==> src/rtl/reg_wb_queue_if.sv <==
// Register-file write-back bus: pipeline and MDU producers in, write port and scoreboard out.
interface reg_wb_queue_if #(
  parameter int unsigned PTR_W = 2
);
  localparam int unsigned AW = 5;
  localparam int unsigned DW = 32;

  logic          pipe_we;
  logic [AW-1:0] pipe_addr;
  logic [DW-1:0] pipe_data;
  logic          mdu_valid;
  logic [AW-1:0] mdu_addr;
  logic [DW-1:0] mdu_data;
  logic          mdu_ready;
  logic [AW-1:0] rd_addr;
  logic [DW-1:0] rd_data;
  logic          reg_write;
  logic [DW-1:0] busy;
  logic [PTR_W:0] count;

  modport master (
    output pipe_we, pipe_addr, pipe_data, mdu_valid, mdu_addr, mdu_data,
    input  mdu_ready, rd_addr, rd_data, reg_write, busy, count
  );

  modport slave (
    input  pipe_we, pipe_addr, pipe_data, mdu_valid, mdu_addr, mdu_data,
    output mdu_ready, rd_addr, rd_data, reg_write, busy, count
  );
endinterface

==> src/rtl/reg_wb_queue.sv <==
// Write-back driver merging MEM/WB writes and queued MDU results onto one register-file port.
// Optional feature: define WBQ_BYPASS_EN to send MDU results straight out when the queue is idle.
module reg_wb_queue #(
  parameter int unsigned DEPTH = 4,
  parameter int unsigned PTR_W = 2
) (
  input  logic           clk,
  input  logic           rst_n,
  reg_wb_queue_if.slave  bus
);
  localparam int unsigned AW    = 5;
  localparam int unsigned DW    = 32;
  localparam int unsigned CNT_W = PTR_W + 1;
  localparam int unsigned NREG  = 32;

  typedef struct packed {
    logic [AW-1:0] addr;
    logic [DW-1:0] data;
  } wb_entry_t;

  wb_entry_t            mem_q [DEPTH];
  wb_entry_t            mem_n [DEPTH];
  logic [DEPTH-1:0]     valid_q, valid_n;
  logic [DEPTH-1:0]     live_q, live_n;
  logic [PTR_W-1:0]     wr_ptr_q, wr_ptr_n;
  logic [PTR_W-1:0]     rd_ptr_q, rd_ptr_n;
  logic [CNT_W-1:0]     count_q, count_n;
  logic                 ready_q, ready_n;
  logic [NREG-1:0]      busy_q, busy_n;
  logic [AW-1:0]        rd_addr_q, rd_addr_n;
  logic [DW-1:0]        rd_data_q, rd_data_n;
  logic                 reg_write_q, reg_write_n;

  logic pipe_req, accept, head_valid, head_live, bypass, push, pop;

  // Next-state: arbitration, cancellation, FIFO update and scoreboard
  always_comb begin
    mem_n       = mem_q;
    valid_n     = valid_q;
    live_n      = live_q;
    wr_ptr_n    = wr_ptr_q;
    rd_ptr_n    = rd_ptr_q;
    rd_addr_n   = rd_addr_q;
    rd_data_n   = rd_data_q;
    reg_write_n = 1'b0;
    busy_n      = '0;

    pipe_req   = bus.pipe_we && (bus.pipe_addr != '0);
    accept     = bus.mdu_valid && ready_q;
    head_valid = valid_q[rd_ptr_q];
    head_live  = head_valid && live_q[rd_ptr_q];
    bypass     = 1'b0;
`ifdef WBQ_BYPASS_EN
    bypass     = accept && (count_q == '0) && !pipe_req && (bus.mdu_addr != '0);
`else
    bypass     = 1'b0;
`endif
    push = accept && (bus.mdu_addr != '0) && !bypass;
    pop  = !pipe_req && head_valid;

    // The pipeline write is younger than every queued result to the same register
    for (int i = 0; i < DEPTH; i++) begin
      if (pipe_req && valid_q[i] && (mem_q[i].addr == bus.pipe_addr)) begin
        live_n[i] = 1'b0;
      end
    end

    if (pop) begin
      valid_n[rd_ptr_q] = 1'b0;
      live_n[rd_ptr_q]  = 1'b0;
      rd_ptr_n          = rd_ptr_q + PTR_W'(1);
    end

    if (push) begin
      mem_n[wr_ptr_q].addr = bus.mdu_addr;
      mem_n[wr_ptr_q].data = bus.mdu_data;
      valid_n[wr_ptr_q]    = 1'b1;
      live_n[wr_ptr_q]     = 1'b1;
      wr_ptr_n             = wr_ptr_q + PTR_W'(1);
    end

    count_n = count_q + CNT_W'(push) - CNT_W'(pop);
    ready_n = (count_n < CNT_W'(DEPTH));

    // A cancelled head still consumes the slot but issues nothing
    if (pipe_req) begin
      reg_write_n = 1'b1;
      rd_addr_n   = bus.pipe_addr;
      rd_data_n   = bus.pipe_data;
    end else if (head_live) begin
      reg_write_n = 1'b1;
      rd_addr_n   = mem_q[rd_ptr_q].addr;
      rd_data_n   = mem_q[rd_ptr_q].data;
    end else if (bypass) begin
      reg_write_n = 1'b1;
      rd_addr_n   = bus.mdu_addr;
      rd_data_n   = bus.mdu_data;
    end

    for (int i = 0; i < DEPTH; i++) begin
      if (valid_n[i] && live_n[i]) begin
        busy_n[mem_n[i].addr] = 1'b1;
      end
    end
    busy_n[0] = 1'b0;
  end

  always_ff @(posedge clk or negedge rst_n) begin
    if (!rst_n) begin
      for (int i = 0; i < DEPTH; i++) begin
        mem_q[i] <= '0;
      end
      valid_q     <= '0;
      live_q      <= '0;
      wr_ptr_q    <= '0;
      rd_ptr_q    <= '0;
      count_q     <= '0;
      ready_q     <= 1'b1;
      busy_q      <= '0;
      rd_addr_q   <= '0;
      rd_data_q   <= '0;
      reg_write_q <= 1'b0;
    end else begin
      mem_q       <= mem_n;
      valid_q     <= valid_n;
      live_q      <= live_n;
      wr_ptr_q    <= wr_ptr_n;
      rd_ptr_q    <= rd_ptr_n;
      count_q     <= count_n;
      ready_q     <= ready_n;
      busy_q      <= busy_n;
      rd_addr_q   <= rd_addr_n;
      rd_data_q   <= rd_data_n;
      reg_write_q <= reg_write_n;
    end
  end

  assign bus.mdu_ready = ready_q;
  assign bus.busy      = busy_q;
  assign bus.count     = count_q;
  assign bus.rd_addr   = rd_addr_q;
  assign bus.rd_data   = rd_data_q;
  assign bus.reg_write = reg_write_q;

endmodule

==> src/flat_wrapper.sv <==
// flat-port wrapper written by rule: the top's interface ports become plain ports
module reg_wb_queue_flat 
#(
  parameter int unsigned DEPTH = 4,
  parameter int unsigned PTR_W = 2
)
  (clk, rst_n, bus_pipe_we, bus_pipe_addr, bus_pipe_data, bus_mdu_valid, bus_mdu_addr, bus_mdu_data, bus_mdu_ready, bus_rd_addr, bus_rd_data, bus_reg_write, bus_busy, bus_count);
  reg_wb_queue_if #(.PTR_W(PTR_W)) bus_i ();
  input  logic clk;
  input  logic rst_n;
  input wire logic [$bits(bus_i.pipe_we)-1:0] bus_pipe_we;
  input wire logic [$bits(bus_i.pipe_addr)-1:0] bus_pipe_addr;
  input wire logic [$bits(bus_i.pipe_data)-1:0] bus_pipe_data;
  input wire logic [$bits(bus_i.mdu_valid)-1:0] bus_mdu_valid;
  input wire logic [$bits(bus_i.mdu_addr)-1:0] bus_mdu_addr;
  input wire logic [$bits(bus_i.mdu_data)-1:0] bus_mdu_data;
  output wire logic [$bits(bus_i.mdu_ready)-1:0] bus_mdu_ready;
  output wire logic [$bits(bus_i.rd_addr)-1:0] bus_rd_addr;
  output wire logic [$bits(bus_i.rd_data)-1:0] bus_rd_data;
  output wire logic [$bits(bus_i.reg_write)-1:0] bus_reg_write;
  output wire logic [$bits(bus_i.busy)-1:0] bus_busy;
  output wire logic [$bits(bus_i.count)-1:0] bus_count;
  assign bus_i.pipe_we = bus_pipe_we;
  assign bus_i.pipe_addr = bus_pipe_addr;
  assign bus_i.pipe_data = bus_pipe_data;
  assign bus_i.mdu_valid = bus_mdu_valid;
  assign bus_i.mdu_addr = bus_mdu_addr;
  assign bus_i.mdu_data = bus_mdu_data;
  assign bus_mdu_ready = bus_i.mdu_ready;
  assign bus_rd_addr = bus_i.rd_addr;
  assign bus_rd_data = bus_i.rd_data;
  assign bus_reg_write = bus_i.reg_write;
  assign bus_busy = bus_i.busy;
  assign bus_count = bus_i.count;
  reg_wb_queue #(.DEPTH(DEPTH), .PTR_W(PTR_W)) u_core (.clk(clk), .rst_n(rst_n), .bus(bus_i));
endmodule
==> config.mk <==
export PLATFORM = sky130hd
export DESIGN_NAME = reg_wb_queue_flat
export DESIGN_NICKNAME = d
export VERILOG_FILES = /design/src/rtl/reg_wb_queue_if.sv /design/src/rtl/reg_wb_queue.sv /design/src/flat_wrapper.sv
export SDC_FILE = /design/constraint.sdc
export NUM_CORES = 1
export LEC_CHECK = 0
export ABC_AREA = 1
export BUFFER_PORTS_ARGS = -buffer_cell sky130_fd_sc_hd__buf_2
export CAP_MARGIN = 40
export CORE_MARGIN = 2
export CORE_UTILIZATION = 59
export DETAILED_ROUTE_END_ITERATION = 8
export PLACE_DENSITY_LB_ADDON = 0.05
export SLEW_MARGIN = 10
export SYNTH_ARGS = -nofsm -noshare
export SYNTH_HDL_FRONTEND = slang
export SYNTH_SLANG_ARGS = --single-unit
export TNS_END_PERCENT = 100
==> constraint.sdc <==
create_clock -name clk -period 3.2 [get_ports clk]
set_input_delay 0.32 -clock clk [delete_from_list [all_inputs] [get_ports clk]]
set_output_delay 0.32 -clock clk [all_outputs]
set_load 0.01 [all_outputs]
Word level (Yosys, flattened, before mapping). Index checks and enable logic that the tools add are counted.

Bits of input ports: 78. Output and inout port bits: 74. Logic and storage cells: 124. Flip-flop bits (word level): 233.

Order comparisons: 16. $add $sub $neg: 4. Reduce and logical (&&, ||, !) cells: 28. Equality and inequality tests: 4. Bitwise logic cells: 10. Mux-type cells: 44.

Operator list (count): 148-bit bitwise mux (2); 32-bit two-way mux (7); 37-bit demux with 2-bit select (2); 148-bit two-way mux (1); 37-bit two-way mux (3); 32-bit OR (3); 37-bit binary-select mux with 2-bit select (1); 1-bit logical AND (24); 5-bit by 6-bit < comparator with 1-bit output (second input constant) (4); 1-bit demux with 5-bit select (4); 5-bit equality test (4); 5-bit by 1-bit >= comparator with 1-bit output (second input constant) (4); 4-bit two-way mux (4); 1-bit two-way mux (14); 5-bit two-way mux (2); 5-bit nonzero test (2); 4-bit bitwise AND (2); 4-bit OR (2); 3-bit >= comparator (second input constant) (2); 2-bit by 3-bit < comparator with 1-bit output (second input constant) (2); 2-bit inverter with 3-bit output (2); 2-bit by 1-bit adder with 2-bit output (second input constant) (2); 1-bit binary-select mux with 2-bit select (2); 1-bit demux with 2-bit select (2); other kinds (8) (9).

Logic depth before layout (Yosys ltp).
Depth in word-level cells: 19. Mapped depth: 15. Depth with buffers taken out: 14.

Worst setup path before layout. No wires, ideal clock.

Kind: input port to flip-flop. From: input bus_pipe_addr[4]. To: register u_core.count_q[2] (netlist: u_core.bus.count[2]). Arrival time: 2.184 ns. Library setup time: 0.121 ns. Data required time: 3.079 ns. Buffers on the path: 2. Cell stages on the path: 15. Slack: 0.895 ns. Cells stage by stage: buf_4 > inv_1 > nand3_2 > nand2_2 > buf_6 > nand2_1 > inv_1 > ha_1 > inv_1 > ha_1 > inv_1 > fa_1 > xor2_1 > xor2_1 > inv_1.

Cells in the longest elaborated chain, start to end: 5.

Ends and longest elaborated chain: from (decl) (RTL line flat_wrapper.sv:12) `input wire logic [$bits(bus_i.pipe_addr)-1:0] bus_pipe_addr;`; 5-bit nonzero test (RTL line reg_wb_queue.sv:48) `pipe_req = bus.pipe_we && (bus.pipe_addr != '0);`; 1-bit logical AND (RTL line reg_wb_queue.sv:48); 1-bit zero test (RTL line reg_wb_queue.sv:59) `pop = !pipe_req && head_valid;`; 1-bit logical AND (RTL line reg_wb_queue.sv:59); 3-bit by 1-bit subtractor with 3-bit output (RTL line reg_wb_queue.sv:82) `count_n = count_q + CNT_W'(push) - CNT_W'(pop);`; named net u_core.count_n[2] (RTL line reg_wb_queue.sv:27) `logic [CNT_W-1:0] count_q, count_n;`; to (signal assigned) (RTL line reg_wb_queue.sv:129) `count_q <= count_n;`; to (decl) (RTL line reg_wb_queue.sv:27).

The timed path passes the listed nets, and every way through them passes these cells. A chain may end at the register's enable or synchronous reset.

Worst setup path after layout.
From: register u_core.rd_ptr_q[0]. To: register u_core.count_q[2] (netlist: u_core.bus.count[2]).

Cells in the longest elaborated chain, start to end: 4.

Ends and longest elaborated chain: from (decl) (RTL line reg_wb_queue.sv:26) `logic [PTR_W-1:0] rd_ptr_q, rd_ptr_n;`; from (signal assigned) (RTL line reg_wb_queue.sv:128) `rd_ptr_q <= rd_ptr_n;`; 1-bit binary-select mux with 2-bit select (RTL line reg_wb_queue.sv:50) `head_valid = valid_q[rd_ptr_q];`; 1-bit two-way mux (not written as such) (RTL line reg_wb_queue.sv:50); 1-bit logical AND (RTL line reg_wb_queue.sv:59); 3-bit by 1-bit subtractor with 3-bit output (RTL line reg_wb_queue.sv:82); named net u_core.count_n[2] (RTL line reg_wb_queue.sv:27).

The timed path passes the listed nets, and every way through them passes these cells. The select of a mux whose other input is x is not followed.

==> metrics.txt <==
# TYPE chip_impl_metric gauge
chip_impl_metric{name="worst_slew_pin_tran",unit="ns"} 0.795
chip_impl_info{name="outcome",value="complete, no violations"} 1
chip_impl_metric{name="detail_route_antenna_nets",unit=""} 0
chip_impl_metric{name="seq_area",unit="mm2"} 0.00583
chip_impl_metric{name="diodes",unit=""} 0
chip_impl_metric{name="finalPower",unit="W"} 0.00626
chip_impl_metric{name="first_pass_grt_wire_length",unit="mm"} 56.4
chip_impl_info{name="path_common_cell",value="sky130_fd_sc_hd__inv_1"} 1
chip_impl_metric{name="comb_power_share",unit="%"} 5.7
chip_impl_metric{name="floorplan.io_pins",unit=""} 152
chip_impl_metric{name="grtUsageTotal",unit="%"} 32.2
chip_impl_metric{name="synth.ff_latch_count",unit=""} 233
chip_impl_metric{name="rows",unit=""} 52
chip_impl_metric{name="clock_network_fraction_of_total_power",unit="%"} 46.1
chip_impl_metric{name="skew",unit="ns"} 0.0103
chip_impl_metric{name="p_sw_share",unit="%"} 22.3
chip_impl_metric{name="ff2ff_path_depth",unit=""} 14
chip_impl_metric{name="synthAdderAreaFrac",unit="%"} 1.18
chip_impl_metric{name="synth_seq_area_share",unit="%"} 47.6
chip_impl_metric{name="post_synth_num_cell_types",unit=""} 33
chip_impl_metric{name="hold_buf_count_cts",unit=""} 1
chip_impl_metric{name="synth_fp_nets",unit=""} 1683
chip_impl_metric{name="synth-simple-area-share",unit="%"} 27.3
chip_impl_info{name="critical-path-slowest-cell",value="sky130_fd_sc_hd__dfrtp_2"} 1
chip_impl_info{name="end_kind",value="register"} 1
chip_impl_metric{name="synth-xor-area-share",unit="%"} 0.857
chip_impl_metric{name="clock-sinks",unit=""} 233
chip_impl_metric{name="fin_setup_tns",unit="ns"} 0
chip_impl_metric{name="detail_route.drc_violations",unit=""} 0
chip_impl_metric{name="ir_drop",unit="V"} 0.000632
chip_impl_info{name="timing.hold.worst.start",value="bus_pipe_data[18]"} 1
chip_impl_metric{name="holdPathStages",unit=""} 3
chip_impl_metric{name="ctsResizeCount",unit=""} 0
chip_impl_metric{name="htree_levels",unit=""} 1
chip_impl_metric{name="die_y",unit="um"} 148
chip_impl_metric{name="fill_cells",unit=""} 1792
chip_impl_metric{name="max_freq",unit="MHz"} 396
chip_impl_info{name="combinational_family_with_the_most_area_after_synthesis",value="simple AND/OR/NAND/NOR gates"} 1
chip_impl_metric{name="grt_pass1_vias",unit=""} 10600
chip_impl_metric{name="routed_via_count",unit=""} 11500
chip_impl_metric{name="die_area",unit="mm2"} 0.0219
chip_impl_metric{name="sequentialPowerShare",unit="%"} 48.3
chip_impl_metric{name="final_min_period_over_clock_period",unit="%"} 78.8
chip_impl_metric{name="synthesis.area",unit="mm2"} 0.0123
chip_impl_info{name="reg2reg_to",value="u_core.bus.count[2]$_DFF_PN0_"} 1
chip_impl_metric{name="final.min_clock_period",unit="ns"} 2.52
chip_impl_metric{name="cap_violations",unit=""} 0
chip_impl_metric{name="initial_antenna_violation_count",unit=""} 0
chip_impl_metric{name="die-width",unit="um"} 148
chip_impl_metric{name="post_route_cells_drive_above_1_share",unit="%"} 17.3
chip_impl_metric{name="cpPeakStageDelay",unit="ns"} 0.54
chip_impl_metric{name="worst_skew_pair.late_latency",unit="ns"} 0.52
chip_impl_metric{name="timing.reg2reg.setup_slack",unit="ns"} 0.68
chip_impl_metric{name="setup_viol",unit=""} 0
chip_impl_metric{name="ys_warn_count",unit=""} 0
chip_impl_metric{name="placedCellCount",unit=""} 1941
chip_impl_metric{name="final_cell_area",unit="mm2"} 0.0140
chip_impl_metric{name="dr.first_iter.drc_count",unit=""} 1096
chip_impl_metric{name="layout.cells.non_filler",unit=""} 1985
chip_impl_metric{name="report.final.slew_viol_count",unit=""} 0
chip_impl_metric{name="number_of_buffer_cells_added_on_primary_ports",unit=""} 150
chip_impl_metric{name="cts.path.max_buffers",unit=""} 3
chip_impl_metric{name="crit_fanout",unit=""} 19
chip_impl_metric{name="synth_compound_gate_area_share",unit="%"} 13.7
chip_impl_metric{name="required_time_of_the_critical_path",unit="ns"} 3.60
chip_impl_info{name="clock_tree.root_cell",value="sky130_fd_sc_hd__clkbuf_16"} 1
chip_impl_metric{name="core_outline_area",unit="mm2"} 0.0203
chip_impl_metric{name="drt_first_pass_iters",unit=""} 6
chip_impl_metric{name="final_nets",unit=""} 1788
chip_impl_info{name="worstPathCellList",value="inv_2, nand2_1, nand3_1, nand2_2, nand2_1, inv_1, ha_1, inv_1, ha_1, inv_1, fa_1, xor2_1, xor2_1, inv_1"} 1
chip_impl_metric{name="hpwl",unit="mm"} 23.6
chip_impl_metric{name="multi_input_area",unit="mm2"} 0.00529
chip_impl_metric{name="wire_per_inst",unit="um"} 17.7
chip_impl_metric{name="floorplan.initialDensity",unit="%"} 60.4
chip_impl_metric{name="drt-total-wl",unit="mm"} 35.2
chip_impl_metric{name="synthesis.instances",unit=""} 1594
chip_impl_metric{name="number_of_buffers_created_by_cts",unit=""} 25
chip_impl_info{name="startpoint_type",value="register"} 1
chip_impl_metric{name="place_congestion",unit=""} 1.01
chip_impl_metric{name="power.leakage",unit="nW"} 7.05
chip_impl_metric{name="arrival",unit="ns"} 2.92
chip_impl_info{name="hold_end",value="u_core.bus.rd_data[18]$_DFFE_PN0P_"} 1
chip_impl_metric{name="switchingPower",unit="W"} 0.00139
chip_impl_metric{name="fraction_of_synthesized_area_in_multiplexers",unit="%"} 0
chip_impl_info{name="setup.worst_path.class",value="reg -> reg"} 1
chip_impl_metric{name="hold_viol_final",unit=""} 0
chip_impl_metric{name="slew_headroom",unit="%"} 47.0
chip_impl_metric{name="grt_max_degree",unit=""} 104
chip_impl_info{name="tritoncts",value="yes"} 1
chip_impl_metric{name="hold_slack",unit="ns"} 0.0554
chip_impl_info{name="holdCritPathClass",value="in -> reg"} 1
chip_impl_metric{name="intPower",unit="W"} 0.00486
chip_impl_metric{name="detailed_place.area",unit="mm2"} 0.0131
chip_impl_info{name="critical_path.reg2reg.startpoint",value="u_core.rd_ptr_q[0]$_DFFE_PN0N_"} 1
chip_impl_metric{name="global_route.overflow_total",unit=""} 0
chip_impl_metric{name="area_delta_synth_final",unit="%"} 13.8
chip_impl_metric{name="post-cts-setup-buffers",unit=""} 0
chip_impl_metric{name="cellPowerDensity",unit="mW/mm2"} 449
chip_impl_metric{name="route.detailed.vias_per_inst",unit=""} 5.78
chip_impl_metric{name="clk_pin_slew",unit="ns"} 0.06
chip_impl_metric{name="avgSynthCellArea",unit="um2"} 7.69
chip_impl_info{name="grt_setup_unrepaired",value="no"} 1
area by class of cell:
type                       instances  share of cell area (%)
clock buffer                      35                    5.25
clock inverter                     8                   0.646
inverter                         163                    4.40
multi-input combinational       1097                    37.9
sequential                       233                    41.8
tap                              270                    2.42
timing repair buffer             179                    7.57
per-layer routing:
metal,vias to the layer above,track usage (%),share of wire (%)
met5,-,0,0
met1,5458,48.6,44
met4,0,8.24,1.7
met3,46,5.09,9.5
li1,5441,-,-
met2,528,49.1,45
cells by family after synthesis:
logic type / Yosys count
compound gates: 315
xor+xnor: 12
fa+ha+maj: 11
buf+inv: 264
flops: 233
other cells: 1
simple gates: 758
through the flow:
stage	setup WS [ns]	utilization (%)
2_1_floorplan	0.895	-
3_3_place_gp	0.747	64.6
3_5_place_dp	0.706	64.6
4_1_cts	0.685	68.7
5_1_grt	0.423	68.7
6_report	0.678	68.7
synth_stat cells:
cell	n	area, um2
sky130_fd_sc_hd__clkinv_1	1	3.75
sky130_fd_sc_hd__nor3_2	2	20.0
sky130_fd_sc_hd__nor2_1	146	548
sky130_fd_sc_hd__inv_4	1	6.26
sky130_fd_sc_hd__a31oi_1	35	219
sky130_fd_sc_hd__dfrtp_1	232	5810
sky130_fd_sc_hd__conb_1	1	3.75
sky130_fd_sc_hd__buf_6	8	90.1
sky130_fd_sc_hd__nor2_2	13	81.3
sky130_fd_sc_hd__inv_2	21	78.8
sky130_fd_sc_hd__buf_4	8	60.1
sky130_fd_sc_hd__fa_1	1	20.0
sky130_fd_sc_hd__a21oi_1	11	55.1
sky130_fd_sc_hd__nand2_2	31	194
sky130_fd_sc_hd__ha_1	10	125
sky130_fd_sc_hd__nor3_1	7	35.0
sky130_fd_sc_hd__o21ai_1	1	5.00
sky130_fd_sc_hd__buf_1	3	11.3
sky130_fd_sc_hd__buf_2	42	210
sky130_fd_sc_hd__clkbuf_1	40	150
sky130_fd_sc_hd__a21oi_4	1	16.3
sky130_fd_sc_hd__o22ai_1	36	225
sky130_fd_sc_hd__inv_1	140	526
sky130_fd_sc_hd__o221ai_1	2	17.5
sky130_fd_sc_hd__nor2_4	2	22.5
sky130_fd_sc_hd__nand3_2	2	20.0
sky130_fd_sc_hd__xor2_1	12	105
sky130_fd_sc_hd__nand2_1	379	1420
sky130_fd_sc_hd__dfstp_2	1	26.3
sky130_fd_sc_hd__nand3_1	86	430
sky130_fd_sc_hd__nand4_1	87	544
sky130_fd_sc_hd__nand2_4	3	33.8
sky130_fd_sc_hd__o21ai_0	229	1150
layout by cell type (no fill, tap or decap), types with 3 or more instances in the layout:
master                      count
sky130_fd_sc_hd__inv_2         21
sky130_fd_sc_hd__buf_2        149
sky130_fd_sc_hd__nor2_1       146
sky130_fd_sc_hd__nand3_1       86
sky130_fd_sc_hd__nand4_1       87
sky130_fd_sc_hd__inv_1        140
sky130_fd_sc_hd__a31oi_1       35
sky130_fd_sc_hd__clkbuf_8       7
sky130_fd_sc_hd__nand2_2       31
sky130_fd_sc_hd__buf_12         6
sky130_fd_sc_hd__nand2_4        3
sky130_fd_sc_hd__o21ai_0      229
sky130_fd_sc_hd__clkinv_2       6
sky130_fd_sc_hd__nand2_1      379
sky130_fd_sc_hd__clkbuf_1       3
sky130_fd_sc_hd__nor3_1         7
sky130_fd_sc_hd__xor2_1        12
sky130_fd_sc_hd__buf_4         22
sky130_fd_sc_hd__o22ai_1       36
sky130_fd_sc_hd__ha_1          10
sky130_fd_sc_hd__dfrtp_1      231
sky130_fd_sc_hd__clkbuf_16     25
sky130_fd_sc_hd__a21oi_1       11
sky130_fd_sc_hd__nor2_2        13
power groups by stage:
| stage | clock network, W | registers (W) | logic (W) |
|---|---|---|---|
| global route | 0.00305 | 0.00303 | 0.000397 |
| global placement | 0 | 0.00307 | 0.000352 |
| CTS | 0.00294 | 0.00302 | 0.000360 |
| detailed placement | 0 | 0.00307 | 0.000356 |
| finish | 0.00288 | 0.00302 | 0.000354 |
| floorplan | 0 | 0.00310 | 0.000125 |
critical path: cells and delay by family, from the launching register on:
kind / cells / cell delay (ns)
flip-flops: 1 / 0.54
AND/OR/NAND/NOR: 4 / 0.44
XOR/XNOR: 2 / 0.36
buffers and inverters: 5 / 0.37
adder cells (fa/ha/maj): 3 / 0.73
worst max-delay path by stage:
stage | from | endpoint | slack [ns] | cells past startpoint
finish | u_core.rd_ptr_q[0]$_DFFE_PN0N_ | u_core.bus.count[2]$_DFF_PN0_ | 0.68 | 14
global route | u_core.rd_ptr_q[0]$_DFFE_PN0N_ | u_core.bus.count[2]$_DFF_PN0_ | 0.42 | 14
CTS | u_core.rd_ptr_q[0]$_DFFE_PN0N_ | u_core.bus.count[2]$_DFF_PN0_ | 0.69 | 14
detailed placement | u_core.bus.mdu_ready$_DFF_PN1_ | u_core.bus.count[2]$_DFF_PN0_ | 0.71 | 10
global placement | u_core.bus.mdu_ready$_DFF_PN1_ | u_core.bus.count[2]$_DFF_PN0_ | 0.75 | 10
floorplan | bus_pipe_addr[4] | u_core.bus.count[2]$_DFF_PN0_ | 0.90 | 15
Note: power is estimated with default switching activity, not from simulation.
